<file path="src/rtl/axi4_lite_pkg.sv">
// Shared definitions for the AXI4-Lite register slave: response codes,
// write/read state encodings and the response selection helper.
package axi4_lite_pkg;

  localparam logic [1:0] RESP_OKAY   = 2'b00;
  localparam logic [1:0] RESP_EXOKAY = 2'b01;
  localparam logic [1:0] RESP_SLVERR = 2'b10;
  localparam logic [1:0] RESP_DECERR = 2'b11;

  typedef enum logic [1:0] {
    WR_IDLE      = 2'd0,
    WR_WAIT_DATA = 2'd1,
    WR_WAIT_ADDR = 2'd2,
    WR_RESP      = 2'd3
  } wr_state_e;

  typedef enum logic [1:0] {
    RD_IDLE = 2'd0,
    RD_DATA = 2'd1
  } rd_state_e;

  // Out-of-range accesses only report SLVERR when error responses are enabled.
  function automatic logic [1:0] range_resp(input logic in_range, input logic err_en);
    return (err_en && !in_range) ? RESP_SLVERR : RESP_OKAY;
  endfunction

endpackage

</file>
<file path="src/rtl/axi4_lite_slave_if.sv">
// AXI4-Lite bus bundle between the team's master and the register slave.
interface axi4_lite_slave_if #(
  parameter int ADDRESS_WIDTH = 32,
  parameter int DATA_WIDTH    = 32
);
  logic [ADDRESS_WIDTH-1:0]  S_AXI_AWADDR;
  logic                      S_AXI_AWVALID;
  logic                      S_AXI_AWREADY;
  logic [DATA_WIDTH-1:0]     S_AXI_WDATA;
  logic [DATA_WIDTH/8-1:0]   S_AXI_WSTRB;
  logic                      S_AXI_WVALID;
  logic                      S_AXI_WREADY;
  logic [1:0]                S_AXI_BRESP;
  logic                      S_AXI_BVALID;
  logic                      S_AXI_BREADY;
  logic [ADDRESS_WIDTH-1:0]  S_AXI_ARADDR;
  logic                      S_AXI_ARVALID;
  logic                      S_AXI_ARREADY;
  logic [DATA_WIDTH-1:0]     S_AXI_RDATA;
  logic [1:0]                S_AXI_RRESP;
  logic                      S_AXI_RVALID;
  logic                      S_AXI_RREADY;

  modport slave (
    input  S_AXI_AWADDR, S_AXI_AWVALID, S_AXI_WDATA, S_AXI_WSTRB, S_AXI_WVALID,
           S_AXI_BREADY, S_AXI_ARADDR, S_AXI_ARVALID, S_AXI_RREADY,
    output S_AXI_AWREADY, S_AXI_WREADY, S_AXI_BRESP, S_AXI_BVALID,
           S_AXI_ARREADY, S_AXI_RDATA, S_AXI_RRESP, S_AXI_RVALID
  );

  modport master (
    output S_AXI_AWADDR, S_AXI_AWVALID, S_AXI_WDATA, S_AXI_WSTRB, S_AXI_WVALID,
           S_AXI_BREADY, S_AXI_ARADDR, S_AXI_ARVALID, S_AXI_RREADY,
    input  S_AXI_AWREADY, S_AXI_WREADY, S_AXI_BRESP, S_AXI_BVALID,
           S_AXI_ARREADY, S_AXI_RDATA, S_AXI_RRESP, S_AXI_RVALID
  );
endinterface

</file>
<file path="src/rtl/axi4_lite_regfile.sv">
// NUM_REGS x DATA_WIDTH register bank: one byte-strobed write port, one
// combinational read port, and in-range flags for both indices.
module axi4_lite_regfile #(
  parameter int DATA_WIDTH = 32,
  parameter int NUM_REGS   = 16,
  parameter int IDX_W      = 30
) (
  input  logic                    ACLK,
  input  logic                    ARESETN,
  input  logic                    wr_en,
  input  logic [IDX_W-1:0]        wr_index,
  input  logic [DATA_WIDTH-1:0]   wr_data,
  input  logic [DATA_WIDTH/8-1:0] wr_strb,
  output logic                    wr_in_range,
  input  logic [IDX_W-1:0]        rd_index,
  output logic [DATA_WIDTH-1:0]   rd_data,
  output logic                    rd_in_range
);

  logic [DATA_WIDTH-1:0] mem_reg [NUM_REGS];
  logic [DATA_WIDTH-1:0] wr_mask;

  // Expand each strobe bit to a byte-wide bit mask.
  genvar gi;
  generate
    for (gi = 0; gi < DATA_WIDTH/8; gi++) begin : g_lane
      assign wr_mask[gi*8 +: 8] = {8{wr_strb[gi]}};
    end
  endgenerate

  assign wr_in_range = (wr_index < IDX_W'(NUM_REGS));
  assign rd_in_range = (rd_index < IDX_W'(NUM_REGS));

  // Storage update: only strobed lanes of the addressed register change.
  always_ff @(posedge ACLK or negedge ARESETN) begin
    if (!ARESETN) begin
      for (int i = 0; i < NUM_REGS; i++) mem_reg[i] <= '0;
    end else if (wr_en) begin
      for (int i = 0; i < NUM_REGS; i++) begin
        if (wr_index == IDX_W'(i)) mem_reg[i] <= (mem_reg[i] & ~wr_mask) | (wr_data & wr_mask);
      end
    end
  end

  // Read mux; indices with no backing register read as zero.
  always_comb begin
    rd_data = '0;
    for (int i = 0; i < NUM_REGS; i++) begin
      if (rd_index == IDX_W'(i)) rd_data = mem_reg[i];
    end
  end

endmodule

</file>
<file path="src/rtl/axi4_lite_slave.sv">
// AXI4-Lite register slave. Independent write and read state machines in
// front of an axi4_lite_regfile. Build option AXIL_SLAVE_ERR_RESP_EN makes
// out-of-range accesses answer SLVERR instead of OKAY.
module axi4_lite_slave
  import axi4_lite_pkg::*;
#(
  parameter int ADDRESS_WIDTH = 32,
  parameter int DATA_WIDTH    = 32,
  parameter int NUM_REGS      = 16
) (
  input  logic              ACLK,
  input  logic              ARESETN,
  axi4_lite_slave_if.slave  s_axi
);

  localparam int STRB_W   = DATA_WIDTH / 8;
  localparam int ADDR_LSB = $clog2(STRB_W);
  localparam int IDX_W    = ADDRESS_WIDTH - ADDR_LSB;
`ifdef AXIL_SLAVE_ERR_RESP_EN
  localparam logic ERR_EN = 1'b1;
`else
  localparam logic ERR_EN = 1'b0;
`endif

  wr_state_e             wr_state_reg, wr_state_next;
  logic                  awready_reg, awready_next, wready_reg, wready_next;
  logic                  bvalid_reg, bvalid_next;
  logic [1:0]            bresp_reg, bresp_next;
  logic [IDX_W-1:0]      aw_index_reg, aw_index_next;
  logic [DATA_WIDTH-1:0] wdata_reg, wdata_next;
  logic [STRB_W-1:0]     wstrb_reg, wstrb_next;

  rd_state_e             rd_state_reg, rd_state_next;
  logic                  arready_reg, arready_next, rvalid_reg, rvalid_next;
  logic [DATA_WIDTH-1:0] rdata_reg, rdata_next;
  logic [1:0]            rresp_reg, rresp_next;

  logic                  commit, wr_en, wr_in_range, rd_in_range;
  logic [IDX_W-1:0]      wr_index, aw_index_in, rd_index;
  logic [DATA_WIDTH-1:0] wr_data, rd_data;
  logic [STRB_W-1:0]     wr_strb;
  logic                  aw_hs, w_hs, ar_hs;

  assign aw_index_in = s_axi.S_AXI_AWADDR[ADDRESS_WIDTH-1:ADDR_LSB];
  assign rd_index    = s_axi.S_AXI_ARADDR[ADDRESS_WIDTH-1:ADDR_LSB];
  assign aw_hs = s_axi.S_AXI_AWVALID && awready_reg;
  assign w_hs  = s_axi.S_AXI_WVALID  && wready_reg;
  assign ar_hs = s_axi.S_AXI_ARVALID && arready_reg;
  assign wr_en = commit && wr_in_range;

  axi4_lite_regfile #(
    .DATA_WIDTH (DATA_WIDTH),
    .NUM_REGS   (NUM_REGS),
    .IDX_W      (IDX_W)
  ) u_regfile (
    .ACLK        (ACLK),
    .ARESETN     (ARESETN),
    .wr_en       (wr_en),
    .wr_index    (wr_index),
    .wr_data     (wr_data),
    .wr_strb     (wr_strb),
    .wr_in_range (wr_in_range),
    .rd_index    (rd_index),
    .rd_data     (rd_data),
    .rd_in_range (rd_in_range)
  );

  // Write channel: next state, readies, response and commit selection.
  always_comb begin
    wr_state_next = wr_state_reg;
    awready_next  = awready_reg;
    wready_next   = wready_reg;
    bvalid_next   = bvalid_reg;
    bresp_next    = bresp_reg;
    aw_index_next = aw_index_reg;
    wdata_next    = wdata_reg;
    wstrb_next    = wstrb_reg;
    commit        = 1'b0;
    wr_index      = aw_index_reg;
    wr_data       = wdata_reg;
    wr_strb       = wstrb_reg;
    case (wr_state_reg)
      WR_IDLE: begin
        awready_next = 1'b1;
        wready_next  = 1'b1;
        if (aw_hs && w_hs) begin
          commit   = 1'b1;
          wr_index = aw_index_in;
          wr_data  = s_axi.S_AXI_WDATA;
          wr_strb  = s_axi.S_AXI_WSTRB;
        end else if (aw_hs) begin
          aw_index_next = aw_index_in;
          awready_next  = 1'b0;
          wr_state_next = WR_WAIT_DATA;
        end else if (w_hs) begin
          wdata_next    = s_axi.S_AXI_WDATA;
          wstrb_next    = s_axi.S_AXI_WSTRB;
          wready_next   = 1'b0;
          wr_state_next = WR_WAIT_ADDR;
        end
      end
      WR_WAIT_DATA: begin
        if (w_hs) begin
          commit  = 1'b1;
          wr_data = s_axi.S_AXI_WDATA;
          wr_strb = s_axi.S_AXI_WSTRB;
        end
      end
      WR_WAIT_ADDR: begin
        if (aw_hs) begin
          commit   = 1'b1;
          wr_index = aw_index_in;
        end
      end
      WR_RESP: begin
        if (s_axi.S_AXI_BREADY) begin
          bvalid_next   = 1'b0;
          awready_next  = 1'b1;
          wready_next   = 1'b1;
          wr_state_next = WR_IDLE;
        end
      end
      default: wr_state_next = WR_IDLE;
    endcase
    if (commit) begin
      wr_state_next = WR_RESP;
      awready_next  = 1'b0;
      wready_next   = 1'b0;
      bvalid_next   = 1'b1;
      bresp_next    = range_resp(wr_in_range, ERR_EN);
    end
  end

  // Write channel registers.
  always_ff @(posedge ACLK or negedge ARESETN) begin
    if (!ARESETN) begin
      wr_state_reg <= WR_IDLE;
      awready_reg  <= 1'b0;
      wready_reg   <= 1'b0;
      bvalid_reg   <= 1'b0;
      bresp_reg    <= RESP_OKAY;
      aw_index_reg <= '0;
      wdata_reg    <= '0;
      wstrb_reg    <= '0;
    end else begin
      wr_state_reg <= wr_state_next;
      awready_reg  <= awready_next;
      wready_reg   <= wready_next;
      bvalid_reg   <= bvalid_next;
      bresp_reg    <= bresp_next;
      aw_index_reg <= aw_index_next;
      wdata_reg    <= wdata_next;
      wstrb_reg    <= wstrb_next;
    end
  end

  // Read channel: capture the addressed register on AR, hold until R accepted.
  always_comb begin
    rd_state_next = rd_state_reg;
    arready_next  = arready_reg;
    rvalid_next   = rvalid_reg;
    rdata_next    = rdata_reg;
    rresp_next    = rresp_reg;
    case (rd_state_reg)
      RD_IDLE: begin
        arready_next = 1'b1;
        if (ar_hs) begin
          rdata_next    = rd_in_range ? rd_data : '0;
          rresp_next    = range_resp(rd_in_range, ERR_EN);
          arready_next  = 1'b0;
          rvalid_next   = 1'b1;
          rd_state_next = RD_DATA;
        end
      end
      RD_DATA: begin
        if (s_axi.S_AXI_RREADY) begin
          rvalid_next   = 1'b0;
          arready_next  = 1'b1;
          rd_state_next = RD_IDLE;
        end
      end
      default: rd_state_next = RD_IDLE;
    endcase
  end

  // Read channel registers.
  always_ff @(posedge ACLK or negedge ARESETN) begin
    if (!ARESETN) begin
      rd_state_reg <= RD_IDLE;
      arready_reg  <= 1'b0;
      rvalid_reg   <= 1'b0;
      rdata_reg    <= '0;
      rresp_reg    <= RESP_OKAY;
    end else begin
      rd_state_reg <= rd_state_next;
      arready_reg  <= arready_next;
      rvalid_reg   <= rvalid_next;
      rdata_reg    <= rdata_next;
      rresp_reg    <= rresp_next;
    end
  end

  assign s_axi.S_AXI_AWREADY = awready_reg;
  assign s_axi.S_AXI_WREADY  = wready_reg;
  assign s_axi.S_AXI_BVALID  = bvalid_reg;
  assign s_axi.S_AXI_BRESP   = bresp_reg;
  assign s_axi.S_AXI_ARREADY = arready_reg;
  assign s_axi.S_AXI_RVALID  = rvalid_reg;
  assign s_axi.S_AXI_RDATA   = rdata_reg;
  assign s_axi.S_AXI_RRESP   = rresp_reg;

endmodule

</file>
<file path="src/flat_wrapper.sv">
// flat-port wrapper written by rule: the top's interface ports become plain ports
module axi4_lite_slave_flat import axi4_lite_pkg::*;
#(
  parameter int ADDRESS_WIDTH = 32,
  parameter int DATA_WIDTH    = 32,
  parameter int NUM_REGS      = 16
)
  (ACLK, ARESETN, s_axi_S_AXI_AWADDR, s_axi_S_AXI_AWVALID, s_axi_S_AXI_WDATA, s_axi_S_AXI_WSTRB, s_axi_S_AXI_WVALID, s_axi_S_AXI_BREADY, s_axi_S_AXI_ARADDR, s_axi_S_AXI_ARVALID, s_axi_S_AXI_RREADY, s_axi_S_AXI_AWREADY, s_axi_S_AXI_WREADY, s_axi_S_AXI_BRESP, s_axi_S_AXI_BVALID, s_axi_S_AXI_ARREADY, s_axi_S_AXI_RDATA, s_axi_S_AXI_RRESP, s_axi_S_AXI_RVALID);
  axi4_lite_slave_if #(.ADDRESS_WIDTH(ADDRESS_WIDTH), .DATA_WIDTH(DATA_WIDTH)) s_axi_i ();
  input  logic ACLK;
  input  logic ARESETN;
  input wire logic [$bits(s_axi_i.S_AXI_AWADDR)-1:0] s_axi_S_AXI_AWADDR;
  input wire logic [$bits(s_axi_i.S_AXI_AWVALID)-1:0] s_axi_S_AXI_AWVALID;
  input wire logic [$bits(s_axi_i.S_AXI_WDATA)-1:0] s_axi_S_AXI_WDATA;
  input wire logic [$bits(s_axi_i.S_AXI_WSTRB)-1:0] s_axi_S_AXI_WSTRB;
  input wire logic [$bits(s_axi_i.S_AXI_WVALID)-1:0] s_axi_S_AXI_WVALID;
  input wire logic [$bits(s_axi_i.S_AXI_BREADY)-1:0] s_axi_S_AXI_BREADY;
  input wire logic [$bits(s_axi_i.S_AXI_ARADDR)-1:0] s_axi_S_AXI_ARADDR;
  input wire logic [$bits(s_axi_i.S_AXI_ARVALID)-1:0] s_axi_S_AXI_ARVALID;
  input wire logic [$bits(s_axi_i.S_AXI_RREADY)-1:0] s_axi_S_AXI_RREADY;
  output wire logic [$bits(s_axi_i.S_AXI_AWREADY)-1:0] s_axi_S_AXI_AWREADY;
  output wire logic [$bits(s_axi_i.S_AXI_WREADY)-1:0] s_axi_S_AXI_WREADY;
  output wire logic [$bits(s_axi_i.S_AXI_BRESP)-1:0] s_axi_S_AXI_BRESP;
  output wire logic [$bits(s_axi_i.S_AXI_BVALID)-1:0] s_axi_S_AXI_BVALID;
  output wire logic [$bits(s_axi_i.S_AXI_ARREADY)-1:0] s_axi_S_AXI_ARREADY;
  output wire logic [$bits(s_axi_i.S_AXI_RDATA)-1:0] s_axi_S_AXI_RDATA;
  output wire logic [$bits(s_axi_i.S_AXI_RRESP)-1:0] s_axi_S_AXI_RRESP;
  output wire logic [$bits(s_axi_i.S_AXI_RVALID)-1:0] s_axi_S_AXI_RVALID;
  assign s_axi_i.S_AXI_AWADDR = s_axi_S_AXI_AWADDR;
  assign s_axi_i.S_AXI_AWVALID = s_axi_S_AXI_AWVALID;
  assign s_axi_i.S_AXI_WDATA = s_axi_S_AXI_WDATA;
  assign s_axi_i.S_AXI_WSTRB = s_axi_S_AXI_WSTRB;
  assign s_axi_i.S_AXI_WVALID = s_axi_S_AXI_WVALID;
  assign s_axi_i.S_AXI_BREADY = s_axi_S_AXI_BREADY;
  assign s_axi_i.S_AXI_ARADDR = s_axi_S_AXI_ARADDR;
  assign s_axi_i.S_AXI_ARVALID = s_axi_S_AXI_ARVALID;
  assign s_axi_i.S_AXI_RREADY = s_axi_S_AXI_RREADY;
  assign s_axi_S_AXI_AWREADY = s_axi_i.S_AXI_AWREADY;
  assign s_axi_S_AXI_WREADY = s_axi_i.S_AXI_WREADY;
  assign s_axi_S_AXI_BRESP = s_axi_i.S_AXI_BRESP;
  assign s_axi_S_AXI_BVALID = s_axi_i.S_AXI_BVALID;
  assign s_axi_S_AXI_ARREADY = s_axi_i.S_AXI_ARREADY;
  assign s_axi_S_AXI_RDATA = s_axi_i.S_AXI_RDATA;
  assign s_axi_S_AXI_RRESP = s_axi_i.S_AXI_RRESP;
  assign s_axi_S_AXI_RVALID = s_axi_i.S_AXI_RVALID;
  axi4_lite_slave #(.ADDRESS_WIDTH(ADDRESS_WIDTH), .DATA_WIDTH(DATA_WIDTH), .NUM_REGS(NUM_REGS)) u_core (.ACLK(ACLK), .ARESETN(ARESETN), .s_axi(s_axi_i));
endmodule
</file>
<file path="config.mk">
export PLATFORM = sky130hd
export DESIGN_NAME = axi4_lite_slave_flat
export DESIGN_NICKNAME = d
export VERILOG_FILES = /design/src/rtl/axi4_lite_pkg.sv /design/src/rtl/axi4_lite_slave_if.sv /design/src/rtl/axi4_lite_regfile.sv /design/src/rtl/axi4_lite_slave.sv /design/src/flat_wrapper.sv
export SDC_FILE = /design/constraint.sdc
export NUM_CORES = 1
export LEC_CHECK = 0
export BUFFER_PORTS_ARGS = -buffer_cell sky130_fd_sc_hd__buf_2
export CORE_MARGIN = 3
export CORE_UTILIZATION = 66
export DETAILED_ROUTE_END_ITERATION = 8
export PLACE_DENSITY = 0.86
export SYNTH_ARGS = -nofsm -noshare
export SYNTH_HDL_FRONTEND = slang
export SYNTH_SLANG_ARGS = --single-unit
</file>
<file path="constraint.sdc">
create_clock -name ACLK -period 6.9 [get_ports ACLK]
set_clock_uncertainty 0.05 [all_clocks]
set_input_delay 0.69 -clock ACLK [delete_from_list [all_inputs] [get_ports ACLK]]
set_output_delay 0.69 -clock ACLK [all_outputs]
set_load 0.02 [all_outputs]
</file>
**Word level (Yosys, flattened, before mapping)**

Cells that the tools add are included.

- Register bits after elaboration: 619
- Input bits: 107
- Output and inout bits: 41
- Logic and storage cells: 200

- Magnitude comparators: 2
- Equality and inequality tests: 39
- Mux-type cells: 58
- Bitwise gates (word level): 36
- Reductions and logical operators: 38

Operator list:

| cell | number |
|---|---|
| $mux W32 | 19 |
| $and A32 B32 Y32 | 17 |
| $or A32 B32 Y32 | 16 |
| $eq A30 B4 Y1 const B | 16 |
| $eq A30 B3 Y1 const B | 8 |
| $eq A30 B2 Y1 const B | 4 |
| $pmux W32 S2 | 1 |
| $eq A30 B1 Y1 const B | 2 |
| $logic_not A30 Y1 | 2 |
| $lt A30 B5 Y1 const B | 2 |
| $mux W30 | 2 |
| $pmux W30 S2 | 1 |
| $reduce_and A2 Y1 | 22 |
| $not A32 Y32 | 1 |
| $mux W1 | 18 |
| $mux W2 | 7 |
| $mux W4 | 2 |
| $pmux W1 S2 | 4 |
| $pmux W2 S2 | 2 |
| $pmux W4 S2 | 1 |
| $ne A3 B2 Y1 const B | 2 |
| $reduce_and A3 Y1 | 2 |
| $reduce_bool A2 Y1 | 3 |
| $logic_and A1 B1 Y1 | 5 |
| other kinds (10) | 14 |

**Logic depth before layout (Yosys ltp)**

- Depth in word-level cells: 18
- Gate-level depth with buffers: 12
- Depth with buffers taken out: 9

**Modules after synthesis**

Synthesis repeated with hierarchy kept, for this count alone.

- Cell total of the unflattened synthesis: 2252
- Area total of the unflattened synthesis: 29781.1 µm²

By module, submodules not included:

| module | times used | cells an instance | area an instance (µm²) | sequential area each (µm²) |
|---|---|---|---|---|
| axi4_lite_regfile | 1 | 1860 | 24858.8 | 12812.3 |
| axi4_lite_slave | 1 | 392 | 4922.2 | 2627.5 |

**Worst setup path before layout**

Ideal clock, no wire load.

- Path kind: in2reg
- From: in s_axi_S_AXI_AWVALID
- To: reg with a tool-made name
- Library setup time: 0.125 ns
- Arrival: 2.907 ns
- Required time: 6.725 ns
- Path slack: 3.819 ns
- Stages on the path: 9
- Path buffers: 3
- Cell sequence: and4_1 buf_2 buf_6 a32oi_1 or3b_2 nand4bb_1 clkbuf_1 nor2_4 mux2_2

RTL lines:

| what | line | RTL |
|---|---|---|
| start: declaration | flat_wrapper.sv:13 | `input wire logic [$bits(s_axi_i.S_AXI_AWVALID)-1:0] s_axi_S_AXI_AWVALID;` |

==> run metrics <==
clk sink count 617; Post-CTS Setup Bufs 0; CTS Hold Buffers Added 0; Period Utilization, post-route 76.1%; drt pass-1 iters 9; CP required 7370 ps; DR vias/cell 7.31; Avg WL per Cell 29.7 um; reg2reg path depth 8; peak supply drop 0.000374 V; r2r setup slk 1650 ps; vias in the first global route 23600; RSZ-0062 raised after global routing false; met1 Use GR 49.0%; Fin Hold WS 44.1 ps; post-synthesis average cell area 12.3 um2; Seq/Total Area, Yosys 52.8%; Slew HR -2.11%; Crit path depth 8; delay-heaviest family, CP simple AND/OR/NAND/NOR gates; vias post-DR 23000; CP Cell Sequence inv_1, ha_1, inv_1, o21ai_0, nand2_1, nor4b_2, nand2_1, mux2_2; Unique masters post-synth 77; CP max FO 34; ratio of cells with drive above 1 in the final layout 38.6%; Routed Antenna Nets 0; TritonCTS clock tree yes; final setup fails 0; fmax 190 MHz; first-pass GRT wire length 140000 um; 1st-iter DRT viols 3343; GRT Max-Usage Layer met2; failing checks design-rule violations, max-capacitance violations, max-slew violations; port buffer count 139; clk_lat worst skew 640 ps; GRT Util Overall 39.4%; Total Routed Length 93200 um; WS Path Type reg -> reg; die area 0.0469 mm2; max-slew violations 20; Final Hold Fails 0; Root Driver clkbuf_16; largest net degree at the start of global routing 160; Area growth syn-to-layout 11.9%; Synth top area share 52.8%; IO Pins 148; Critical Path Start Type register; leakage 0.0157 uW; max_cap viols 3; ys async rst share 100%; TritonCTS buffer count 61; most frequent cells in the layout dfrtp_1 (617), mux2_2 (585), buf_2 (136); count of flip-flops with a built-in enable after synthesis 0; Core ar. 0.0435 mm2; Die X-Extent 217 um; CTS Buffer Depth 3; Worst-path clk slew 60 ps; top_reg_cell synth dfrtp_1; most common cell after layout, fill and taps aside dfrtp_1; worst setup margin 1650 ps; worst slew pin tran 1520 ps; die height 217 um; Initial Utilization 67.3%; TNS Setup 0 ps; worst path arrival time 5720 ps; Post-Syn Area 0.0292 mm2; fin nets 2625; top post-synthesis cells by area dfrtp_1 (53%), mux2_2 (23%), a22oi_1 (2.2%), o21ai_0 (2.0%), a21oi_1 (1.7%); worst path bufs/invs 2; GRT overflow 0; drc violations 37; CP startpoint u_core.wr_state_reg[0]$_DFFE_PN0P_; Post-Synthesis Cells 2380; RR Startpoint u_core.wr_state_reg[0]$_DFFE_PN0P_; #FFs+latches synth 617; Final Total Pwr 9500 uW; critical path's largest stage delay 1280 ps; initial antenna violation count 1; Synth warnings 0; # resized after CTS 0; Crit-path slowest cell nor4b_2; met3 GRT Util 13.8%; gpl congestion 0.954; crit path time final 5250 ps; Antenna diodes 0; Finished Core Util 75.3%; Synth area leader dfrtp_1; pre-CTS setup slack 2140 ps; min-delay worst type in -> async; H-tree levels 2; CP Capture Type register; dpl hpwl 60400 um; met2 Usage GRT 59.9%; Pwr Density 290 mW/mm2; Cell Rows 76; status finished with violations
==> worst register-to-register path, delay by kind of cell, from the launching register on <==
family | cells | cell delay [ps]
muxes | 1 | 470
AOI/OAI and AO/OA | 1 | 500
buffers and inverters | 2 | 780
and+or+nand+nor | 3 | 2310
adders and majority gates | 1 | 590
DFF | 1 | 420
==> where the power goes <==
part / internal, uW / switching (uW)
Clock: 1820 / 1400
Combinational: 709 / 1490
Sequential: 3880 / 190
==> through the flow <==
| step | instance area [um2] | cells |
|---|---|---|
| after detailed placement | 30800 | 3036 |
| final | 32700 | 3141 |
| after global placement | 30800 | 3036 |
| after global routing | 32700 | 3141 |
| after CTS | 32700 | 3141 |
| after floorplan | 29300 | 2383 |
==> final cells by class <==
| type | instances | area [um2] |
|---|---|---|
| Timing Repair Buffer | 216 | 1330 |
| Fill cell | 2700 | 10700 |
| Tap cell | 585 | 732 |
| Sequential cell | 617 | 15400 |
| Multi-Input combinational cell | 1602 | 13300 |
| Clock buffer | 96 | 1780 |
| Clock inverter | 9 | 103 |
| Inverter | 16 | 60.1 |
==> Yosys cell counts, types with 5 or more instances <==
master / n
a2111oi_0: 8
a211oi_1: 9
a21oi_1: 101
a221o_1: 6
a221oi_1: 22
a222oi_1: 15
a22o_1: 16
a22oi_1: 87
a31oi_1: 7
and2_1: 8
and3_1: 9
buf_1: 12
buf_2: 9
clkbuf_1: 122
dfrtp_1: 617
inv_1: 15
mux2_1: 7
mux2_2: 585
mux2i_1: 43
mux4_2: 11
nand2_1: 96
nand2_2: 39
nand2b_1: 8
nand3_1: 30
nand4_1: 13
nor2_1: 112
nor2b_1: 12
nor3_1: 46
nor4_1: 26
nor4_2: 6
nor4_4: 5
o211ai_1: 14
o21ai_0: 118
o221ai_1: 17
o22ai_1: 18
o32ai_1: 9
or2_2: 7
or4_1: 7
==> worst min path at each step <==
stage,startpoint,to,depth (start not counted)
global route,ARESETN,asynchronous set/reset pin,1
global placement,u_core.s_axi.S_AXI_RVALID$_DFFE_PN0P_,u_core.s_axi.S_AXI_ARREADY$_DFFE_PN0P_,1
finish,ARESETN,asynchronous set/reset pin,1
detailed placement,u_core.s_axi.S_AXI_RDATA[5]$_DFFE_PN0P_,u_core.s_axi.S_AXI_RDATA[5]$_DFFE_PN0P_,2
CTS,ARESETN,asynchronous set/reset pin,1
floorplan,ARESETN,asynchronous set/reset pin,0
==> per-layer routing <==
layer  vias to the layer above  share of wire, %
met1                     11500                35
met4                         0               7.6
met3                       541                13
met2                      1750                44
met5                         -                 0
li1                       9177                 -
==> kinds of logic (layout without fill, tap and decap cells) <==
kind of cell / after synthesis / count (layout) / share of synthesized area [%]
mux: 646 / 646 / 25.1
flops: 617 / 617 / 52.8
compound gates: 497 / 497 / 11.4
simple gates: 451 / 451 / 8.26
buf+inv: 164 / 337 / 2.22
fa+ha+maj: 4 / 4 / 0.171
other cells: 1 / 4 / 0.0128
(Power assumes the default switching activity.)
